<file path="config.mk">
export PLATFORM = sky130hd
export DESIGN_NAME = display_scan_ctrl_flat
export DESIGN_NICKNAME = d
export VERILOG_FILES = /design/src/rtl/display_scan_ctrl_if.sv /design/src/rtl/display_scan_ctrl.sv /design/src/flat_wrapper.sv
export SDC_FILE = /design/constraint.sdc
export NUM_CORES = 1
export LEC_CHECK = 0
export ABC_AREA = 1
export BUFFER_PORTS_ARGS = -buffer_cell sky130_fd_sc_hd__buf_4
export CAP_MARGIN = 40
export CORE_MARGIN = 5
export CORE_UTILIZATION = 61
export DETAILED_ROUTE_END_ITERATION = 7
export PLACE_DENSITY = 0.91
export SETUP_SLACK_MARGIN = 0.3
export SLEW_MARGIN = 20
export SYNTH_ARGS = -nofsm -noshare
export SYNTH_HDL_FRONTEND = slang
export SYNTH_SLANG_ARGS = --single-unit
</file>
<file path="constraint.sdc">
create_clock -name clk -period 3.2 [get_ports clk]
set_input_delay 0.16 -clock clk [delete_from_list [all_inputs] [get_ports clk]]
set_output_delay 0.16 -clock clk [all_outputs]
set_load 0.01 [all_outputs]
</file>
<file path="src/rtl/display_scan_ctrl_if.sv">
// display_scan_ctrl_if: digit enables into the scanner; digit index, anode drives and frame tick out
interface display_scan_ctrl_if #(
   parameter int NUM_DIGITS = 2,
   parameter int SEL_W      = 1
);
   logic [NUM_DIGITS-1:0] digit_en;
   logic [SEL_W-1:0]      sel;
   logic [NUM_DIGITS-1:0] control;
   logic                  frame_tick;
   modport master (output digit_en, input sel, control, frame_tick);
   modport slave  (input digit_en, output sel, control, frame_tick);
endinterface

</file>
<file path="src/rtl/display_scan_ctrl.sv">
// display_scan_ctrl: blanked time-multiplexed scan of a common-anode seven-segment bank
module display_scan_ctrl #(
   parameter int NUM_DIGITS   = 2,
   parameter int SEL_W        = 1,
   parameter int DWELL_CYCLES = 100000,
   parameter int BLANK_CYCLES = 2000,
   parameter int CNT_W        = 17
) (
   input  logic               clk,
   input  logic               reset,
   display_scan_ctrl_if.slave bus
);
   typedef enum logic [1:0] {IDLE, BLANK, ON} state_t;
   state_t                r_state;
   logic [CNT_W-1:0]      r_cnt;
   logic [SEL_W-1:0]      r_sel;
   logic [NUM_DIGITS-1:0] r_control;
   logic                  r_tick;
   logic [NUM_DIGITS-1:0] w_rot;
   logic [SEL_W-1:0]      w_first;
   logic [SEL_W-1:0]      w_off;
   logic [SEL_W-1:0]      w_nxt;
   logic [SEL_W:0]        w_sum;
   logic                  w_any;
   logic                  w_last;

   // lowest enabled digit, and first enabled digit after r_sel found on a rotated copy of the enables
   always_comb begin
      w_any   = |bus.digit_en;
      w_rot   = NUM_DIGITS'({bus.digit_en, bus.digit_en} >> ({1'b0, r_sel} + 1'b1));
      w_first = '0;
      w_off   = '0;
      for (int i = NUM_DIGITS - 1; i >= 0; i--) begin
         if (bus.digit_en[i]) w_first = SEL_W'(i);
         if (w_rot[i]) w_off = SEL_W'(i);
      end
      w_sum  = {1'b0, r_sel} + {1'b0, w_off} + 1'b1;
      w_nxt  = (w_sum >= (SEL_W+1)'(NUM_DIGITS)) ? SEL_W'(w_sum - (SEL_W+1)'(NUM_DIGITS)) : w_sum[SEL_W-1:0];
      w_last = (r_cnt == CNT_W'(DWELL_CYCLES - 1)) || !bus.digit_en[r_sel];
   end

   // scan sequencer: sel only moves while all anodes are dark, lit anode follows the blank
   always_ff @(posedge clk or negedge reset) begin
      if (!reset) begin
         r_state   <= IDLE;
         r_cnt     <= '0;
         r_sel     <= '0;
         r_control <= '1;
         r_tick    <= 1'b0;
      end else begin
         r_tick <= 1'b0;
         case (r_state)
            IDLE: if (w_any) begin
               r_sel   <= w_first;
               r_cnt   <= '0;
               r_tick  <= 1'b1;
               r_state <= BLANK;
            end
            BLANK: if (r_cnt == CNT_W'(BLANK_CYCLES - 1)) begin
               r_cnt     <= '0;
               r_control <= ~(NUM_DIGITS'(1) << r_sel);
               r_state   <= ON;
            end else r_cnt <= r_cnt + 1'b1;
            ON: if (w_last) begin
               r_control <= '1;
               r_cnt     <= '0;
               if (w_any) begin
                  r_sel   <= w_nxt;
                  r_tick  <= (w_nxt <= r_sel);
                  r_state <= BLANK;
               end else r_state <= IDLE;
            end else r_cnt <= r_cnt + 1'b1;
            default: r_state <= IDLE;
         endcase
      end
   end

   assign bus.sel        = r_sel;
   assign bus.control    = r_control;
   assign bus.frame_tick = r_tick;
endmodule

</file>
<file path="src/flat_wrapper.sv">
// flat-port wrapper written by rule: the top's interface ports become plain ports
module display_scan_ctrl_flat 
#(
   parameter int NUM_DIGITS   = 2,
   parameter int SEL_W        = 1,
   parameter int DWELL_CYCLES = 100000,
   parameter int BLANK_CYCLES = 2000,
   parameter int CNT_W        = 17
)
  (clk, reset, bus_digit_en, bus_sel, bus_control, bus_frame_tick);
  display_scan_ctrl_if #(.NUM_DIGITS(NUM_DIGITS), .SEL_W(SEL_W)) bus_i ();
  input  logic clk;
  input  logic reset;
  input wire logic [$bits(bus_i.digit_en)-1:0] bus_digit_en;
  output wire logic [$bits(bus_i.sel)-1:0] bus_sel;
  output wire logic [$bits(bus_i.control)-1:0] bus_control;
  output wire logic [$bits(bus_i.frame_tick)-1:0] bus_frame_tick;
  assign bus_i.digit_en = bus_digit_en;
  assign bus_sel = bus_i.sel;
  assign bus_control = bus_i.control;
  assign bus_frame_tick = bus_i.frame_tick;
  display_scan_ctrl #(.NUM_DIGITS(NUM_DIGITS), .SEL_W(SEL_W), .DWELL_CYCLES(DWELL_CYCLES), .BLANK_CYCLES(BLANK_CYCLES), .CNT_W(CNT_W)) u_core (.clk(clk), .reset(reset), .bus(bus_i));
endmodule
</file>
# Yosys cells after proc, flatten, opt, wreduce, memory -nomap -nowiden
# Cells that the tools add are included.
[word_totals] word_cells=62 input_bits=4 out_inout_bits=4 register_bits=23
[classes] bitwise=1 shift=2 muxes=27 eq_ne=8 n_reduce_logical=11 n_lt_le_gt_ge=3 add_sub_neg=5
[op_table] op="$mux W17" n=3
[op_table] op="$pmux W17 S3" n=1
[op_table] op="$add A17 B1 Y17 const B" n=1
[op_table] op="$eq A17 B11 Y1 const B" n=1
[op_table] op="$eq A17 B17 Y1 const B" n=1
[op_table] op="$mux W1" n=14
[op_table] op="$mux W2" n=5
[op_table] op="$ne A2 B1 Y1 const B" n=4
[op_table] op="$pmux W2 S3" n=1
[op_table] op="$reduce_and A3 Y1" n=2
[op_table] op="$pmux W1 S2" n=2
[op_table] op="$pmux W2 S2" n=1
[op_table] op="$reduce_and A4 Y1" n=1
[op_table] op="$reduce_bool A2 Y1" n=2
[op_table] op="$shr A4 B2 Y2" n=1
[op_table] op="$reduce_bool A3 Y1" n=1
[op_table] op="$add A1 B1 Y2" n=1
[op_table] op="$add A1 B1 Y2 const B" n=1
[op_table] op="$add A2 B1 Y2 const B" n=1
[op_table] op="$eq A2 B1 Y1 const B" n=1
[op_table] op="$eq A2 B2 Y1 const B" n=1
[op_table] op="$ge A2 B2 Y1 const B" n=1
[op_table] op="$logic_not A2 Y1" n=1
[op_table] op="$lt A1 B2 Y1 const B" n=1
[op_table] op="other kinds (8)" n=8

# Longest topological paths before layout
# Gate-level depths: netlist of the first run.
[depth] word_depth=12 ltp_mapped=11 ltp_nobuf=11

# Worst setup path after synthesis of the first run
# Ideal clock, no wire load.
[synth_path] path_kind="flip-flop to flip-flop" startpoint="register u_core.r_cnt[0]" endpoint="register u_core.r_cnt[0]" slack_ns=1.794 path_buffers=0 period_less_slack_ns=1.406 path_stages_with_launch=11 required_time_ns=3.070 setup_time_ns=0.130 arrival_ns=1.276 path_cell_list="dfrtp_1 ha_1 inv_1 nor2_4 inv_1 nor2_1 nand3_1 nand2_2 nand2_4 nand2_2 o21ai_0"
[synth_via] elab_chain_len=4 word_cells_on_any_way=7 classes_between="1 x add/sub; 2 x eq/ne; 3 x mux; 1 x reduce/logical"
[synth_lines] element="from (decl)" line="display_scan_ctrl.sv:15" text="logic [CNT_W-1:0] r_cnt;"
[synth_lines] element="from (signal assigned)" line="display_scan_ctrl.sv:63" text="end else r_cnt <= r_cnt + 1'b1;"
[synth_lines] element="from (signal assigned)" line="display_scan_ctrl.sv:72" text="end else r_cnt <= r_cnt + 1'b1;"
[synth_lines] element="parallel branches: the longest is 3 deep, another holds $add A17 B1 Y17"
[synth_lines] element="$pmux W17 S3 *" line="display_scan_ctrl.sv:52" text="case (r_state)"
# Every way passes the cells marked *.
# A chain may end at the register's enable or synchronous reset.

# Worst setup path after layout of the first run
[layout_path] startpoint="register u_core.r_state[0]" endpoint="register u_core.r_cnt[11]"
[layout_via] elab_chain_len=3 word_cells_on_any_way=7 classes_between="3 x eq/ne; 1 x mux; 3 x reduce/logical"
[layout_lines] element="from (decl)" line="display_scan_ctrl.sv:14" text="state_t r_state;"
[layout_lines] element="from (signal assigned)" line="display_scan_ctrl.sv:45" text="r_state <= IDLE;"
[layout_lines] element="from (signal assigned)" line="display_scan_ctrl.sv:57" text="r_state <= BLANK;"
[layout_lines] element="from (signal assigned)" line="display_scan_ctrl.sv:62" text="r_state <= ON;"
[layout_lines] element="$eq A2 B1 Y1, or another cell as far along" line="display_scan_ctrl.sv:52"
[layout_lines] element="$reduce_bool A3 Y1 (no line) / $ne A2 B1 Y1 (equally long branches)"
[layout_lines] element="$reduce_and A2 Y1 (no line)"
# Several ways; a longest one is shown, not always the timed one.

==> results.sh, run 1 <==
export IMPL_critPathCaptureType="flop"
export IMPL_cts_buffer_depth=2
export IMPL_synth_seq_cells=23
export IMPL_drt_iter0_markers=57
export IMPL_synthMuxAreaShare=0
export IMPL_antenna_found_initial=0
export IMPL_num_io_pins=8
export IMPL_die_area_sq_um=3530
export IMPL_grt_pass1_wl_um=5210
export IMPL_viasPerCell=5.34
export IMPL_hp_start="bus_digit_en[0]"
export IMPL_worstPathRequired_ps=3450
export IMPL_worst_slew_pin_slew_ps=296
export IMPL_synthArstFlopShare=1.00
export IMPL_synth_edf_count=0
export IMPL_fmax_mhz=578
export IMPL_slew_limit_headroom=0.801
export IMPL_period_minus_slack_ps=1730
export IMPL_drt_pass1_iterations=4
export IMPL_htreeDepth=1
export IMPL_grt_overflow=0
export IMPL_final_cell_mix="nand2_1, inv_1, dfrtp_1, nor2_1, nand3_1"
export IMPL_final_common_cell="nand2_1"
export IMPL_clock_latency_ps=310
export IMPL_cp_max_fo=14
export IMPL_avgSynthCellArea_sq_um=7.33
export IMPL_post_place_ws_ps=1490
export IMPL_synth_flop_cell="dfrtp_1"
export IMPL_drt_total_wl_um=2890
export IMPL_hold_violations=0
export IMPL_synth_top_family_by_area="simple AND/OR/NAND/NOR gates"
export IMPL_drive_gt1_frac=0.113
export IMPL_slew_violations=0
export IMPL_core_area_sq_um=2280
export IMPL_worst_setup_path_start_kind="flop"
export IMPL_area_growth_pct=7.23
export IMPL_syn_nets=213
export IMPL_critical_path_class="flop to flop"
export IMPL_ys_seq_area_frac=0.389
export IMPL_fin_worst_skew_ps=2.94
export IMPL_cts_buffers_inserted=3
export IMPL_ir_drop_mv=0.445
export IMPL_hp_class="primary input to flop"
export IMPL_synthesis_area_sq_um=1490
export IMPL_initial_core_util=0.654
export IMPL_insertedDiodeCount=0
export IMPL_dpl_hpwl_um=2190
export IMPL_path_clk_slew_ps=120
export IMPL_status="finished, final reports clean"
export IMPL_postCtsHoldBufs=1
export IMPL_r2r_start="u_core.r_state[0]"
export IMPL_dr_total_vias=1288
export IMPL_dieWidth_um=59.4
export IMPL_final_period_utilization=0.540
export IMPL_synth_xor_area_frac=0.0648
export IMPL_fin_tns_setup_ps=0
export IMPL_ant_nets=0
export IMPL_grt_max_degree=24
export IMPL_synth_compound_area_share=0.0942
export IMPL_gp_congestion=0.949
export IMPL_routedWlPerCell_um=12.0
export IMPL_nNetsFinal=224
export IMPL_ys_warn_count=0
export IMPL_worstPathArrival_ps=1980
export IMPL_power_density_nw_per_um2=552
export IMPL_setup_viol=0
export IMPL_drv_cap=0
export IMPL_post_cts_buffers=0
export IMPL_p_leak_nw=0.721
export IMPL_rsz0062_at_grt="no"
export IMPL_die_h_um=59.4
export IMPL_grtUsageTotal=0.194
export IMPL_synthCells=203
export IMPL_fin_ws_ps=1470
export IMPL_cp_startpoint="u_core.r_state[0]"
export IMPL_synth_cell_types=24
export IMPL_drc=0
export IMPL_cts_root_buf="clkbuf_4"
export IMPL_synth_fa_ha_area_frac=0.0505
export IMPL_rows=17
export IMPL_cts_sinks=23
export IMPL_portBuffers=7
export IMPL_synthSimpleGateAreaFrac=0.323
export IMPL_grt_pass1_vias=1157
export IMPL_cts_tree="yes"
export IMPL_cts_resized=0
==> where the power goes <==
part	switching (mW)	leakage [nW]	internal, mW	total, mW
sequential	0.0345	0.309	0.339	0.374
clock	0.0878	0.0150	0.0488	0.137
combinational	0.244	0.397	0.126	0.371
==> flip-flops by register name, indices dropped and copies added (netlist names) <==
name                   cells
u_core.bus.control         2
u_core.bus.frame_tick      1
u_core.bus.sel             1
u_core.r_cnt              17
u_core.r_state             2
==> worst max-delay path: stages (launching register included) <==
cell and delay [ps]:
dfrtp_1 410, inv_1 80, ha_1 210, nand2_1 100, nand2_2 170, inv_2 220, nand3_1 140, o21ai_0 170
nand2_1 70, a21oi_1 100
==> final timing paths <==
| path | end | slack, ps | depth (start not counted) |
|---|---|---|---|
| setup / recovery | u_core.r_cnt[11] | 1470 | 9 |
| hold / removal | u_core.bus.frame_tick | 170 | 3 |
| setup reg to reg | u_core.r_cnt[11] | 1470 | 9 |
| hold reg to reg | u_core.bus.control[1] | 480 | 2 |
| max in group asynchronous | u_core.bus.control[1] | 2670 | 2 |
| min in group asynchronous | u_core.r_cnt[11] | 250 | 2 |
==> area by class of cell <==
type	count	area [sq um]
timing repair buffer	8	62.6
tap	28	35.0
clock buffer	4	26.3
inverter	27	101
sequential	23	578
multi-input combinational	151	792
fill	195	681
==> cells by family (layout without fill, tap and decap cells) <==
| group | count (synthesis) | in the layout |
|---|---|---|
| compound gates | 28 | 28 |
| xor+xnor | 11 | 11 |
| fa+ha+maj | 6 | 6 |
| buf+inv | 29 | 39 |
| flops | 23 | 23 |
| simple gates | 106 | 106 |
==> synth_stat cells, types with 2 or more instances <==
cell / count / area [sq um]
nor2_1: 20 / 75.1
inv_1: 25 / 93.8
nand2_2: 4 / 25.0
a21oi_1: 10 / 50.1
dfrtp_1: 21 / 526
dfstp_2: 2 / 52.6
nand3_1: 19 / 95.1
xor2_1: 9 / 78.8
nand4_1: 2 / 12.5
nand2_1: 51 / 191
ha_1: 6 / 75.1
nor3_1: 3 / 15.0
nand2_4: 2 / 22.5
nor2_2: 2 / 12.5
o21ai_1: 3 / 15.0
o21ai_0: 15 / 75.1
xnor2_1: 2 / 17.5
==> per-layer routing <==
layer | GRT usage | up-vias | part of all wire
met3 | 0.0327 | 9 | 0.075
li1 | - | 661 | -
met5 | 0 | - | 0
met4 | 0.0874 | 0 | 0.023
met1 | 0.283 | 567 | 0.46
met2 | 0.276 | 51 | 0.44
==> through the flow <==
stage | power [mW] | hold slack (ps) | cells | area (sq um) | utilization
floorplan | 0.659 | -136 | 203 | 1490 | -
global placement | 0.742 | 64.7 | 236 | 1560 | 0.685
detailed placement | 0.750 | 65.0 | 236 | 1560 | 0.685
CTS | 0.889 | 162 | 241 | 1600 | 0.701
global route | 0.956 | 159 | 241 | 1600 | 0.701
finish | 0.881 | 170 | 241 | 1600 | 0.701
Power figures use the tool's default switching activity.
==> inputs of run 2 (changes only) <==
ABC_AREA = 0   (was 1)
CORE_UTILIZATION = 60   (was 61)
PLACE_DENSITY = 0.89   (was 0.91)
clock period = 1.7 ns   (was 3.2 ns; I/O delays follow)
==> results.sh, run 2 <==
export IMPL_largest_register_ffs=17
export IMPL_core_area_sq_um=2450
export IMPL_hp_class="primary input to flop"
export IMPL_fin_cells=259
export IMPL_synth_fa_ha_area_frac=0.0491
export IMPL_dp_cells=242
export IMPL_die_h_um=60.5
export IMPL_antenna_found_initial=0
export IMPL_synth_xor_area_frac=0.0172
export IMPL_fin_area_sq_um=2140
export IMPL_cts_buffer_depth=2
export IMPL_yosysTopAreaCell="dfrtp_1"
export IMPL_synth_area_leaders="dfrtp_1, nand2_1, ha_1"
export IMPL_drive_gt1_frac=0.397
export IMPL_die_area_sq_um=3660
export IMPL_final_period_utilization=1.48
export IMPL_power_density_nw_per_um2=855
export IMPL_final_cell_mix="buf_4, nand2_1, dfrtp_1, nor2_1, o211ai_1"
export IMPL_routedWlPerCell_um=21.2
export IMPL_synth_flop_cell="dfrtp_1"
export IMPL_dpl_cell_area_sq_um=1890
export IMPL_slew_limit_headroom=0.628
export IMPL_critical_path_class="flop to flop"
export IMPL_viasPerCell=6.87
export IMPL_synth_cell_types=40
export IMPL_fin_tns_setup_ps=-15900
export IMPL_slew_violations=0
export IMPL_synth_top_area_frac=0.344
export IMPL_nNetsFinal=240
export IMPL_area_growth_pct=39.9
export IMPL_seq_area_sq_um=578
export IMPL_rows=18
export IMPL_n_fill_cell=110
export IMPL_insertedDiodeCount=0
export IMPL_synth_compound_area_share=0.218
export IMPL_cp_max_fo=4
export IMPL_syn_nets=185
export IMPL_drt_pass1_iterations=7
export IMPL_top_register="u_core.r_cnt"
export IMPL_fin_worst_skew_ps=3.72
export IMPL_cts_tree="yes"
export IMPL_synth_top_family_by_area="simple AND/OR/NAND/NOR gates"
export IMPL_whs_ps=92.0
export IMPL_htreeDepth=1
export IMPL_switchingPower_uw=741
export IMPL_synth_most_common_cell="nand2_1"
export IMPL_path_clk_slew_ps=140
export IMPL_p_int_mw=1.09
export IMPL_period_minus_slack_ps=2510
export IMPL_switching_share=0.406
export IMPL_synthesis_area_sq_um=1530
export IMPL_worst_setup_path_start_kind="flop"
export IMPL_synth_seq_cells=23
export IMPL_p_clk_frac=0.149
export IMPL_failed_checks="setup timing"
export IMPL_worstPathArrival_ps=2700
export IMPL_num_io_pins=8
export IMPL_clock_latency_ps=320
export IMPL_dieWidth_um=60.5
export IMPL_synthSimpleGateAreaFrac=0.245
export IMPL_avgSynthCellArea_sq_um=8.74
export IMPL_status="finished, violations left"
export IMPL_final_common_cell="buf_4"
export IMPL_fin_util=0.871
export IMPL_ys_seq_area_frac=0.378
export IMPL_synth_common_cells="nand2_1, dfrtp_1, nor2_1, o211ai_1"
export IMPL_dr_total_vias=1779
export IMPL_drt_total_wl_um=5490
export IMPL_ant_nets=0
export IMPL_drv_cap=0
export IMPL_drc=0
export IMPL_grt_overflow=0
export IMPL_fin_ws_ps=-809
export IMPL_p_leak_nw=0.915
export IMPL_comb_power_share=0.503
export IMPL_drt_iter0_markers=216
export IMPL_portBuffers=7
export IMPL_initial_core_util=0.623
export IMPL_fmax_mhz=399
export IMPL_cts_root_buf="clkbuf_4"
export IMPL_grtUsageTotal=0.320
export IMPL_synthMuxAreaShare=0.0327
export IMPL_rsz0062_at_grt="yes"
export IMPL_ys_warn_count=0
export IMPL_critPathCaptureType="flop"
export IMPL_hold_violations=0
export IMPL_synthCells=175
export IMPL_grt_pass1_vias=1749
export IMPL_setup_viol=23
export IMPL_worst_slew_pin_slew_ps=554
export IMPL_gp_congestion=1.00
export IMPL_cts_sinks=23
export IMPL_ir_drop_mv=0.915
export IMPL_power_frac_seq=0.348
export IMPL_multi_input_area_sq_um=970
export IMPL_worstPathRequired_ps=1900
export IMPL_cts_buffers_inserted=3
export IMPL_synthArstFlopShare=1.00
export IMPL_dpl_hpwl_um=3360
export IMPL_grt_max_degree=24
export IMPL_grt_pass1_wl_um=8610
export IMPL_synth_edf_count=0
run 2: cell types whose count changed in the layout (fill, tap and decap cells not counted), sizes merged, moves of 4 or more:
| cell | delta |
|---|---|
| nand3 | -13 |
| nor2 | -9 |
| nand2 | -30 |
| a21oi | -4 |
| buf | +53 |
| xor2 | -9 |
| mux2i | +5 |
| o211ai | +10 |
| inv | -17 |
| nor4 | +5 |
| o21ai | -8 |
run 2: path summary, 6_finish.rpt:
path | cells after the start | end | start | slack, ps
setup / recovery | 6 | u_core.r_cnt[6] | u_core.r_cnt[5] | -810
hold / removal | 3 | u_core.bus.sel | bus_digit_en[0] | 90
setup reg to reg | 6 | u_core.r_cnt[6] | u_core.r_cnt[5] | -810
hold reg to reg | 1 | u_core.bus.control[1] | u_core.bus.control[1] | 600
max in group asynchronous | 2 | u_core.bus.control[0] | reset | 1240
min in group asynchronous | 2 | u_core.r_cnt[13] | reset | 170
run 2: repair_timing:
action | 4_1_cts | 5_1_grt
hold endpoints to repair | 23 | 0
pin swaps | 14 | 3
hold buffers | 1 | 0
endpoints found under the setup margin | 23 | 23
gates resized for setup | 24 | 9
setup buffers | 10 | 2
run 2: cells by family after synthesis:
logic type      Yosys count
compound gates           45
xor+xnor                  3
fa+ha+maj                 6
buf+inv                  20
flops                    23
mux                       5
simple gates             73
run 2: area by class of cell:
type	instances	share of cell area
multi-input cells	132	0.453
flip-flops and latches	23	0.270
repair buffers	61	0.230
well taps	30	0.0176
inverters	9	0.0158
clock buffers	3	0.0105
clock inverters	1	0.00234
run 2: stage by stage:
stage | power, mW | setup slack [ps]
finish | 1.83 | -809
CTS | 1.74 | -691
floorplan | 1.07 | -632
global route | 1.89 | -834
global placement | 1.37 | -691
detailed placement | 1.42 | -769
run 2: power groups by stage:
stage                     Combinational, mW  Sequential, mW  Clock [mW]
after floorplan                       0.407           0.665           0
after global placement                0.727           0.640           0
after detailed placement              0.775           0.643           0
after CTS                             0.841           0.632       0.269
after global routing                  0.968           0.642       0.285
final                                 0.920           0.636       0.272
run 2: worst max-delay path: stages (launching register included):
cell	delay [ps]
dfrtp_1	420
or4b_4	570
or4_4	520
o31a_1	350
buf_6	170
o211ai_1	200
o211ai_1	150
run 2: metal layers:
layer,track usage,part of all wire,vias up
li1,-,-,749
met3,0.0723,0.10,32
met2,0.535,0.49,150
met4,0.173,0.051,0
met5,0,0,-
met1,0.381,0.35,848
==> inputs of run 3 (changes only) <==
HOLD_SLACK_MARGIN = 0.06   (was not set)
PLACE_DENSITY = 0.78   (was 0.89)
==> results.sh, run 3 (same netlist as run 2, synthesis figures left out) <==
export IMPL_status="finished, violations left"
export IMPL_failed_checks="setup timing"
export IMPL_slew_limit_headroom=0.566
export IMPL_grtUsageTotal=0.280
export IMPL_fin_ws_ps=-689
export IMPL_clock_latency_ps=330
export IMPL_dpl_hpwl_um=3100
export IMPL_fin_tns_setup_ps=-13850
export IMPL_total_power_mw=1.78
export IMPL_nNetsFinal=231
export IMPL_drc=0
export IMPL_worstPathRequired_ps=1910
export IMPL_worst_setup_path_start_kind="flop"
export IMPL_comb_power_share=0.494
export IMPL_whs_ps=89.7
export IMPL_max_stage_delay_ps=530
export IMPL_cts_buffers_inserted=3
export IMPL_die_h_um=60.5
export IMPL_cts_root_buf="clkbuf_4"
export IMPL_viasPerCell=6.28
export IMPL_r2r_start="u_core.r_cnt[16]"
export IMPL_ant_nets=0
export IMPL_dieWidth_um=60.5
export IMPL_worst_slew_pin_slew_ps=645
export IMPL_grt_max_degree=24
export IMPL_grt_pass1_vias=1641
export IMPL_grt_busiest_layer="met2"
export IMPL_whs_path_depth=2
export IMPL_cp_cell_sequence="or4b_4, or4_4, o31a_1, o21ai_4, buf_12, o311ai_1"
export IMPL_seq_area_sq_um=578
export IMPL_fin_util=0.840
export IMPL_p_int_mw=1.08
export IMPL_antenna_found_initial=0
export IMPL_drt_total_wl_um=4650
export IMPL_grt_use_met2=0.526
export IMPL_final_common_cell="buf_4"
export IMPL_final_cell_mix="buf_4, nand2_1, dfrtp_1, nor2_1, o211ai_1"
export IMPL_drt_iter0_markers=122
export IMPL_path_buf_inv=1
export IMPL_ff2ff_path_depth=6
export IMPL_met1_usage=0.304
export IMPL_hp_start="bus_digit_en[1]"
export IMPL_path_clk_slew_ps=130
export IMPL_fin_worst_skew_ps=2.07
export IMPL_die_area_sq_um=3660
export IMPL_cp_depth=6
export IMPL_multi_input_area_sq_um=948
export IMPL_routedWlPerCell_um=18.6
export IMPL_worstPathArrival_ps=2600
export IMPL_whs_endpoint="u_core.bus.frame_tick"
export IMPL_switchingPower_uw=697
export IMPL_rows=18
export IMPL_hold_violations=0
export IMPL_fmax_mhz=419
export IMPL_p_leak_nw=0.874
export IMPL_core_area_sq_um=2450
export IMPL_final_period_utilization=1.41
export IMPL_setup_viol=23
export IMPL_grt_use_met3=0.0383
export IMPL_num_io_pins=8
export IMPL_cts_sinks=23
export IMPL_hp_class="primary input to flop"
export IMPL_area_growth_pct=34.9
export IMPL_dr_total_vias=1570
export IMPL_power_frac_seq=0.356
export IMPL_n_fill_cell=149
export IMPL_critical_path_class="flop to flop"
export IMPL_grt_pass1_wl_um=7520
export IMPL_initial_core_util=0.623
export IMPL_drive_gt1_frac=0.341
export IMPL_critPathCaptureType="flop"
export IMPL_ff2ff_setup_slack_ps=-690
export IMPL_htreeDepth=1
export IMPL_largest_register_ffs=17
export IMPL_crit_family="simple AND/OR/NAND/NOR gates"
export IMPL_grt_overflow=0
export IMPL_switching_share=0.391
export IMPL_slew_violations=0
export IMPL_p_clk_frac=0.150
export IMPL_drv_cap=0
export IMPL_crit_slowest_cell="or4b_4"
export IMPL_rsz0062_at_grt="yes"
export IMPL_regToRegEndpoint="u_core.r_cnt[13]"
export IMPL_cp_max_fo=12
export IMPL_top_register="u_core.r_cnt"
export IMPL_insertedDiodeCount=0
export IMPL_ir_drop_mv=0.658
export IMPL_gp_congestion=0.896
export IMPL_period_minus_slack_ps=2390
export IMPL_portBuffers=7
export IMPL_cts_tree="yes"
export IMPL_cts_buffer_depth=2
export IMPL_power_density_nw_per_um2=864
export IMPL_drt_pass1_iterations=5
-- run 3: routing by layer --
layer / share of wire / up-vias
met5: 0 / -
met4: 0.031 / 0
met3: 0.051 / 15
met2: 0.54 / 65
met1: 0.38 / 757
li1: - / 733
-- run 3: final cells by class --
cell class                      instances  area share
Multi-Input combinational cell        132       0.460
Sequential cell                        23       0.280
Timing Repair Buffer                   52       0.212
Tap cell                               30      0.0182
Inverter                                9      0.0164
Clock buffer                            4      0.0127
-- run 3: how the worst max path moves through the flow --
stage	start	to
after floorplan	u_core.r_cnt[16]	u_core.r_cnt[3]
after global placement	u_core.r_cnt[13]	u_core.r_cnt[2]
after detailed placement	u_core.r_cnt[16]	u_core.r_cnt[13]
after CTS	u_core.r_cnt[13]	u_core.r_cnt[13]
after global routing	u_core.r_cnt[16]	u_core.r_cnt[3]
final	u_core.r_cnt[16]	u_core.r_cnt[13]
-- run 3: metrics by stage --
step	worst slack, ps	cells	cell area, sq um
after floorplan	-632	175	1530
after global routing	-758	250	2060
after detailed placement	-682	241	1890
after global placement	-632	241	1890
after CTS	-649	250	2030
final	-689	250	2060
-- run 3: power by group through the flow --
stage / registers (mW) / logic [mW] / clock network [mW]
finish: 0.635 / 0.879 / 0.267
global route: 0.639 / 0.932 / 0.293
CTS: 0.635 / 0.824 / 0.265
detailed placement: 0.645 / 0.750 / 0
global placement: 0.641 / 0.718 / 0
floorplan: 0.665 / 0.407 / 0
-- run 3: repair_timing --
action	in CTS	in global routing
buffers inserted	2	0
cloned	0	0
hold buffers	3	0
resized for setup	17	9
endpoints found under the hold margin	24	0
setup endpoints to repair	23	23
pin swaps	9	3
